### config.mk
export PLATFORM = sky130hd
export DESIGN_NAME = led_hold_ctrl
export DESIGN_NICKNAME = d
export VERILOG_FILES = /design/src/rtl/led_hold_pkg.sv /design/src/rtl/led_hold_chan.sv /design/src/rtl/led_hold_ctrl.sv
export SDC_FILE = /design/constraint.sdc
export NUM_CORES = 1
export LEC_CHECK = 0
export CORE_MARGIN = 1.5
export CORE_UTILIZATION = 45
export DETAILED_ROUTE_END_ITERATION = 7
export DONT_BUFFER_PORTS = 1
export PLACE_DENSITY = 0.69
export SYNTH_ARGS = -nofsm -noshare
export SYNTH_HDL_FRONTEND = slang
export SYNTH_SLANG_ARGS = --single-unit
### constraint.sdc
create_clock -name clk -period 3.8 [get_ports clk]
set_clock_uncertainty 0.1 [all_clocks]
set_input_delay 0.57 -clock clk [delete_from_list [all_inputs] [get_ports clk]]
set_output_delay 0.57 -clock clk [all_outputs]
set_load 0.03 [all_outputs]
### src/rtl/led_hold_pkg.sv
// Shared types and width helpers for the multi-channel LED hold controller.
package led_hold_pkg;

  typedef enum logic [1:0] {
    IDLE  = 2'd0,
    HOLD  = 2'd1,
    BLINK = 2'd2
  } led_state_t;

  // Hold counter width: enough bits to hold HOLD_CYCLES-1, never narrower than 1.
  function automatic int calc_hcw(input int hold_cycles);
    int w;
    w = $clog2(hold_cycles);
    return (w < 1) ? 1 : w;
  endfunction

  // Blink phase counter width: enough bits to hold BLINK_HALF-1, never narrower than 1.
  function automatic int calc_bcw(input int blink_half);
    int w;
    w = $clog2(blink_half);
    return (w < 1) ? 1 : w;
  endfunction

endpackage

### src/rtl/led_hold_chan.sv
// One LED channel: IDLE/HOLD(/BLINK) FSM with hold counter and, when
// LED_HOLD_BLINK_EN is defined, a blink phase counter. All outputs registered.
module led_hold_chan
  import led_hold_pkg::*;
#(
  parameter int HOLD_CYCLES = 10,
  parameter int BLINK_HALF  = 2
) (
  input  logic clk,
  input  logic i_reset,
  input  logic i_trig,
  input  logic i_clr,
  input  logic i_mode,
  output logic o_led,
  output logic o_busy,
  output logic o_done
);

  localparam int HCW = calc_hcw(HOLD_CYCLES);
  localparam logic [HCW-1:0] HOLD_LOAD = HCW'(HOLD_CYCLES - 1);

  led_state_t     r_state;
  logic [HCW-1:0] r_hold_cnt;
  logic           r_led;
  logic           r_busy;
  logic           r_done;
  led_state_t     w_trig_state;

`ifdef LED_HOLD_BLINK_EN
  localparam int BCW = calc_bcw(BLINK_HALF);
  localparam logic [BCW-1:0] PHASE_LOAD = BCW'(BLINK_HALF - 1);

  logic [BCW-1:0] r_phase_cnt;

  assign w_trig_state = i_mode ? BLINK : HOLD;
`else
  // Solid-only build: mode is accepted on the port but has no effect.
  localparam int BLINK_HALF_UNUSED = BLINK_HALF;
  logic w_mode_unused;

  assign w_mode_unused = i_mode;
  assign w_trig_state  = HOLD;
`endif

  // Channel FSM: reset, then clr, then trig/retrigger, then countdown and expiry.
  always_ff @(posedge clk) begin
    if (!i_reset) begin
      r_state    <= IDLE;
      r_hold_cnt <= '0;
      r_led      <= 1'b0;
      r_busy     <= 1'b0;
      r_done     <= 1'b0;
`ifdef LED_HOLD_BLINK_EN
      r_phase_cnt <= '0;
`endif
    end else if (i_clr) begin
      r_state    <= IDLE;
      r_hold_cnt <= '0;
      r_led      <= 1'b0;
      r_busy     <= 1'b0;
      r_done     <= 1'b0;
`ifdef LED_HOLD_BLINK_EN
      r_phase_cnt <= '0;
`endif
    end else begin
      r_done <= 1'b0;
      case (r_state)
        IDLE, HOLD, BLINK: begin
          if (i_trig) begin
            // Start or extend: reload the window and restart the pattern lit.
            r_state    <= w_trig_state;
            r_hold_cnt <= HOLD_LOAD;
            r_led      <= 1'b1;
            r_busy     <= 1'b1;
`ifdef LED_HOLD_BLINK_EN
            r_phase_cnt <= PHASE_LOAD;
`endif
          end else if (r_state == IDLE) begin
            r_led  <= 1'b0;
            r_busy <= 1'b0;
          end else if (r_hold_cnt == '0) begin
            // Natural expiry: LED off and done pulse on the same edge busy falls.
            r_state <= IDLE;
            r_led   <= 1'b0;
            r_busy  <= 1'b0;
            r_done  <= 1'b1;
          end else begin
            r_hold_cnt <= r_hold_cnt - HCW'(1);
`ifdef LED_HOLD_BLINK_EN
            if (r_state == BLINK) begin
              if (r_phase_cnt == '0) begin
                r_led       <= ~r_led;
                r_phase_cnt <= PHASE_LOAD;
              end else begin
                r_phase_cnt <= r_phase_cnt - BCW'(1);
              end
            end else begin
              r_led <= 1'b1;
            end
`else
            r_led <= 1'b1;
`endif
          end
        end
        default: begin
          r_state    <= IDLE;
          r_hold_cnt <= '0;
          r_led      <= 1'b0;
          r_busy     <= 1'b0;
        end
      endcase
    end
  end

  assign o_led  = r_led;
  assign o_busy = r_busy;
  assign o_done = r_done;

endmodule

### src/rtl/led_hold_ctrl.sv
// Multi-channel LED hold controller: NUM_CH independent led_hold_chan instances.
// Blink support is compiled in when LED_HOLD_BLINK_EN is defined.
module led_hold_ctrl
  import led_hold_pkg::*;
#(
  parameter int NUM_CH      = 4,
  parameter int HOLD_CYCLES = 10,
  parameter int BLINK_HALF  = 2
) (
  input  logic              clk,
  input  logic              reset,
  input  logic [NUM_CH-1:0] trig,
  input  logic [NUM_CH-1:0] clr,
  input  logic [NUM_CH-1:0] mode,
  output logic [NUM_CH-1:0] LED,
  output logic [NUM_CH-1:0] busy,
  output logic [NUM_CH-1:0] done
);

  for (genvar g = 0; g < NUM_CH; g++) begin : g_chan
    led_hold_chan #(
      .HOLD_CYCLES (HOLD_CYCLES),
      .BLINK_HALF  (BLINK_HALF)
    ) u_chan (
      .clk     (clk),
      .i_reset (reset),
      .i_trig  (trig[g]),
      .i_clr   (clr[g]),
      .i_mode  (mode[g]),
      .o_led   (LED[g]),
      .o_busy  (busy[g]),
      .o_done  (done[g])
    );
  end

endmodule

# Word level (Yosys, flattened, before mapping)
# Cells that the tools add are included.
# classes
n_addsub	4
multipliers	0
n_div	0
magnitude_cmp	0
n_eq_ne	8
shifts	0
mux	52
bitwise_logic	13
n_reduce_logical	44
# ops
cell	n
$mux W4	12
$mux W1	40
$reduce_and A2 Y1	12
$reduce_or A5 Y1	4
$logic_not A4 Y1	4
$ne A2 B2 Y1 const B	8
$reduce_or A4 Y1	4
$sub A4 B1 Y4 const B	4
$not A1 Y1	13
$reduce_bool A3 Y1	4
$reduce_or A3 Y1	4
$logic_not A2 Y1	4
$reduce_bool A2 Y1	4
$reduce_or A2 Y1	4
# totals
ff_bits	32
latch_bits	0
ram_bits	0
rom_bits	0
n_memories	0

# Longest topological paths before layout
# depth
word_depth	4
ltp_mapped	6
depth_no_buf	5

# Hierarchy
# Synthesis repeated with hierarchy kept, for this count alone.
# hier_totals
hier_cells	148
area_unflattened_um2	1401.3
# modules_own_cells
module	n_inst	cells_each	area_per_inst_um2	seq_area_each_um2
led_hold_chan	4	37	350.3	160.2

# Worst setup path before layout
# Ideal clock, no wire load.
# synth_path
kind	register -> register
from	register g_chan[0].u_chan.r_hold_cnt[0]
to	register g_chan[0].u_chan.r_hold_cnt[0]
setup_ps	74
arrival_ps	1328
required_ps	3626
slack_ps	2298
path_stages_with_launch	7
synth_period_minus_slack_ps	1502
path_cell_list	dfxtp_1 > inv_1 > ha_1 > or3b_1 > buf_2 > a21o_1 > a31oi_1
# synth_between
elab_chain_cells	4
elab_cells_between_ends	7
# synth_lines
item	line_no	text
from (decl)	led_hold_chan.sv:23	logic [HCW-1:0] r_hold_cnt;
from (signal assigned)	led_hold_chan.sv:88	r_hold_cnt <= r_hold_cnt - HCW'(1);
$sub A4 B1 Y4	led_hold_chan.sv:88	
$mux W4	led_hold_chan.sv:81	end else if (r_hold_cnt == '0) begin
$mux W4	led_hold_chan.sv:78	end else if (r_state == IDLE) begin
$mux W4	led_hold_chan.sv:69	if (i_trig) begin
# Several ways; a longest one is shown, not always the timed one. The select of a mux whose other input is x is not followed.
# A chain may end at the register's enable or synchronous reset.

# Final worst setup path
# Same ends and word-level chain as after synthesis.

==> results.toml <==
[power_and_ir_drop]
combinationalPowerShare_pct = 6.1
power_frac_seq_pct = 52.4
p_clk_share_pct = 41.4
internal_power_uw = 537
total_leakage_power_uw = 0.000552
switchingPower_uw = 156
power.total_uw = 692
swShare_pct = 22.5
peakVddDrop_mv = 0.262
p_per_area_nw_per_um2 = 479

[die]
fp.dieH_um = 59.5
dieWidth_um = 59.5
core_area_um2 = 3050
ios = 26
initial_core_util_pct = 47.1
dieArea_um2 = 3540
core.rowCount = 20

[final_layout]
fin_area_um2 = 1450
areaGrowthSynthToFinish_pct = 0.609
diodes = 0
fillCellCount = 303
drive_above_1_share_pct = 8.22
nets = 163
fin_cells = 190
fin_util_pct = 47.4

[detailed_routing]
wl_met2_mm = 1.15
vias_per_cell = 5.30
dr_total_vias = 1007
wl_met1_mm = 1.09
finalWirelength_mm = 2.45
drtIter0Drc = 69
drc = 0
met3_length_um = 180
firstDrtPassIters = 4
ant_nets = 0
wl_per_cell_um = 12.9
top_layer = "met4"

[synthesis]
netlist_area_um2 = 1440
yosysWarnings = 0
yosys.cell_types.count = 23
synth_top_cell_by_area = "dfxtp_1"
netlist_instances = 161
yosysSeqAreaShare_pct = 44.6
synth_top_area_share_pct = 44.6
yosys-top-cells-area = "dfxtp_1, a21oi_1, buf_4, nor4b_1, ha_1"
syn_area_per_cell_um2 = 8.93
synth-seq-cells = 32
syn-num-nets = 179

[global_routing]
first_global_vias = 953
grt_max_degree = 11
track_usage_pct = 16.2
grt_pass1_wl_mm = 4.23
grt-ovfl-total = 0
antenna_found_initial = 0

[worst_setup_path]
path_cells = "inv_1 -> ha_1 -> or3b_1 -> a21o_1 -> a31oi_1"
endpoint_kind = "flip-flop"
cp_max_fo = 6
critPathKind = "flip-flop to flip-flop"
start_kind = "flip-flop"
required_ns = 3.95
slowest_stage = "or3b_1"
cp_data_arrival_time_ns = 1.81
cpPeakStageDelay_ns = 0.46

[clocking]
cts_buffer_depth = 2
cts_sinks = 32
cts_resized = 0
cts.clk_slew.worst_paths_ns = 0.10
cts_tree = "yes"
numCtsBuffers = 5
postCtsHoldBufs = 0
htree_levels = 2
clkLatencyLatePin_ns = 0.33
cts_setup_buffers = 0
cts-root-buf = "clkbuf_4"

[sta]
slew-limit-headroom_pct = 76.6
period_share_pct = 43.8
hold_viol = 0
fmax_mhz = 600
fin_crit_ns = 1.67
final_max_slew_viol_count = 0
setup-violations-final = 0
rsz0062_at_grt = "false"
tightestPinTransition_ns = 0.347
setup_tns_ns = 0

[place]
post_dp_cell_area_um2 = 1350
port_buffers = 0
hpwl_mm = 1.79
placed_cells = 182
place_congestion = 0.802

[outcome]
outcome = "complete, no violations"

[run]
cap_viol_max_count = 0

[worst_hold_path]
hold_class = "input port to flip-flop"
-- worst max-delay path: cells and delay by family (launching register included) --
| family | cells | cell delay (ns) |
|---|---|---|
| and+or+nand+nor | 1 | 0.46 |
| AOI/OAI and AO/OA | 2 | 0.38 |
| DFF | 1 | 0.32 |
| adders and majority gates | 1 | 0.22 |
| buffers and inverters | 1 | 0.11 |
-- power groups by stage --
stage / Clock, µW / Combinational (µW) / Sequential (µW)
after CTS: 298 / 42.5 / 363
after floorplan: 0 / 56.0 / 357
after detailed placement: 0 / 42.3 / 371
final: 287 / 42.5 / 363
after global placement: 0 / 39.7 / 370
after global routing: 312 / 48.8 / 365
-- sequential cells by signal (all words and copies together) (netlist names) --
signal,cells
g_chan.u_chan.o_done,4
g_chan.u_chan.r_hold_cnt,16
g_chan.u_chan.o_led,4
g_chan.u_chan.o_busy,4
g_chan.u_chan.r_state,4
-- final cells by class --
cell class,count,area [µm²],area share [%]
clock inverters,1,30.0,2.08
multi-input cells,93,607,42.0
well taps,44,55.1,3.81
clock buffers,7,65.1,4.50
flip-flops and latches,32,641,44.3
inverters,13,48.8,3.37
-- final timing paths --
path	startpoint	endpoint	slack, ns	cells after the start
worst max-delay path	g_chan[0].u_chan.r_hold_cnt[0]	g_chan[0].u_chan.r_hold_cnt[0]	2.13	5
worst min-delay path	trig[1]	g_chan[1].u_chan.r_hold_cnt[1]	0.19	1
worst max register to register	g_chan[0].u_chan.r_hold_cnt[0]	g_chan[0].u_chan.r_hold_cnt[0]	2.13	5
worst min register to register	g_chan[0].u_chan.r_hold_cnt[2]	g_chan[0].u_chan.o_done	0.40	1
-- through the flow --
stage	hold WS [ns]	setup WS [ns]
global placement	0.376	2.23
detailed placement	0.388	2.14
finish	0.193	2.13
CTS	0.173	2.12
floorplan	0.348	2.30
global route	0.170	2.00
-- placed cells by master, fill, tap and decap left out, drive strengths merged, types with 5 or more instances in the layout --
master	n
clkbuf	7
a21oi	20
inv	13
nand2	5
nand3	8
nor4	5
nor4b	6
nand2b	5
nor2	12
dfxtp	32
-- synthesized netlist by cell type --
library cell / n
mux2i_1: 4
inv_1: 13
a31oi_1: 4
nor2_1: 12
nor3_1: 3
nand3_1: 8
dfxtp_1: 32
a21o_1: 4
nand2_1: 5
buf_2: 8
nor4_1: 2
buf_4: 12
a21oi_1: 20
ha_1: 4
clkbuf_1: 3
and4b_1: 3
nand4b_1: 1
or3b_1: 4
nor4_2: 3
nor4b_1: 6
nor3_2: 1
and3_1: 4
nand2b_1: 5
-- layer usage --
metal	track usage [%]	vias up
li1	-	509
met1	20.6	462
met2	23.5	30
met3	6.33	6
met4	8.57	0
met5	0	-
-- kinds of logic after synthesis --
family | count (synthesis) | synth area share, %
simple gates | 57 | 25.2
fa+ha+maj | 4 | 3.48
flops | 32 | 44.6
compound gates | 28 | 10.8
buf+inv | 36 | 13.2
mux | 4 | 2.79
Power figures use the tool's default switching activity.
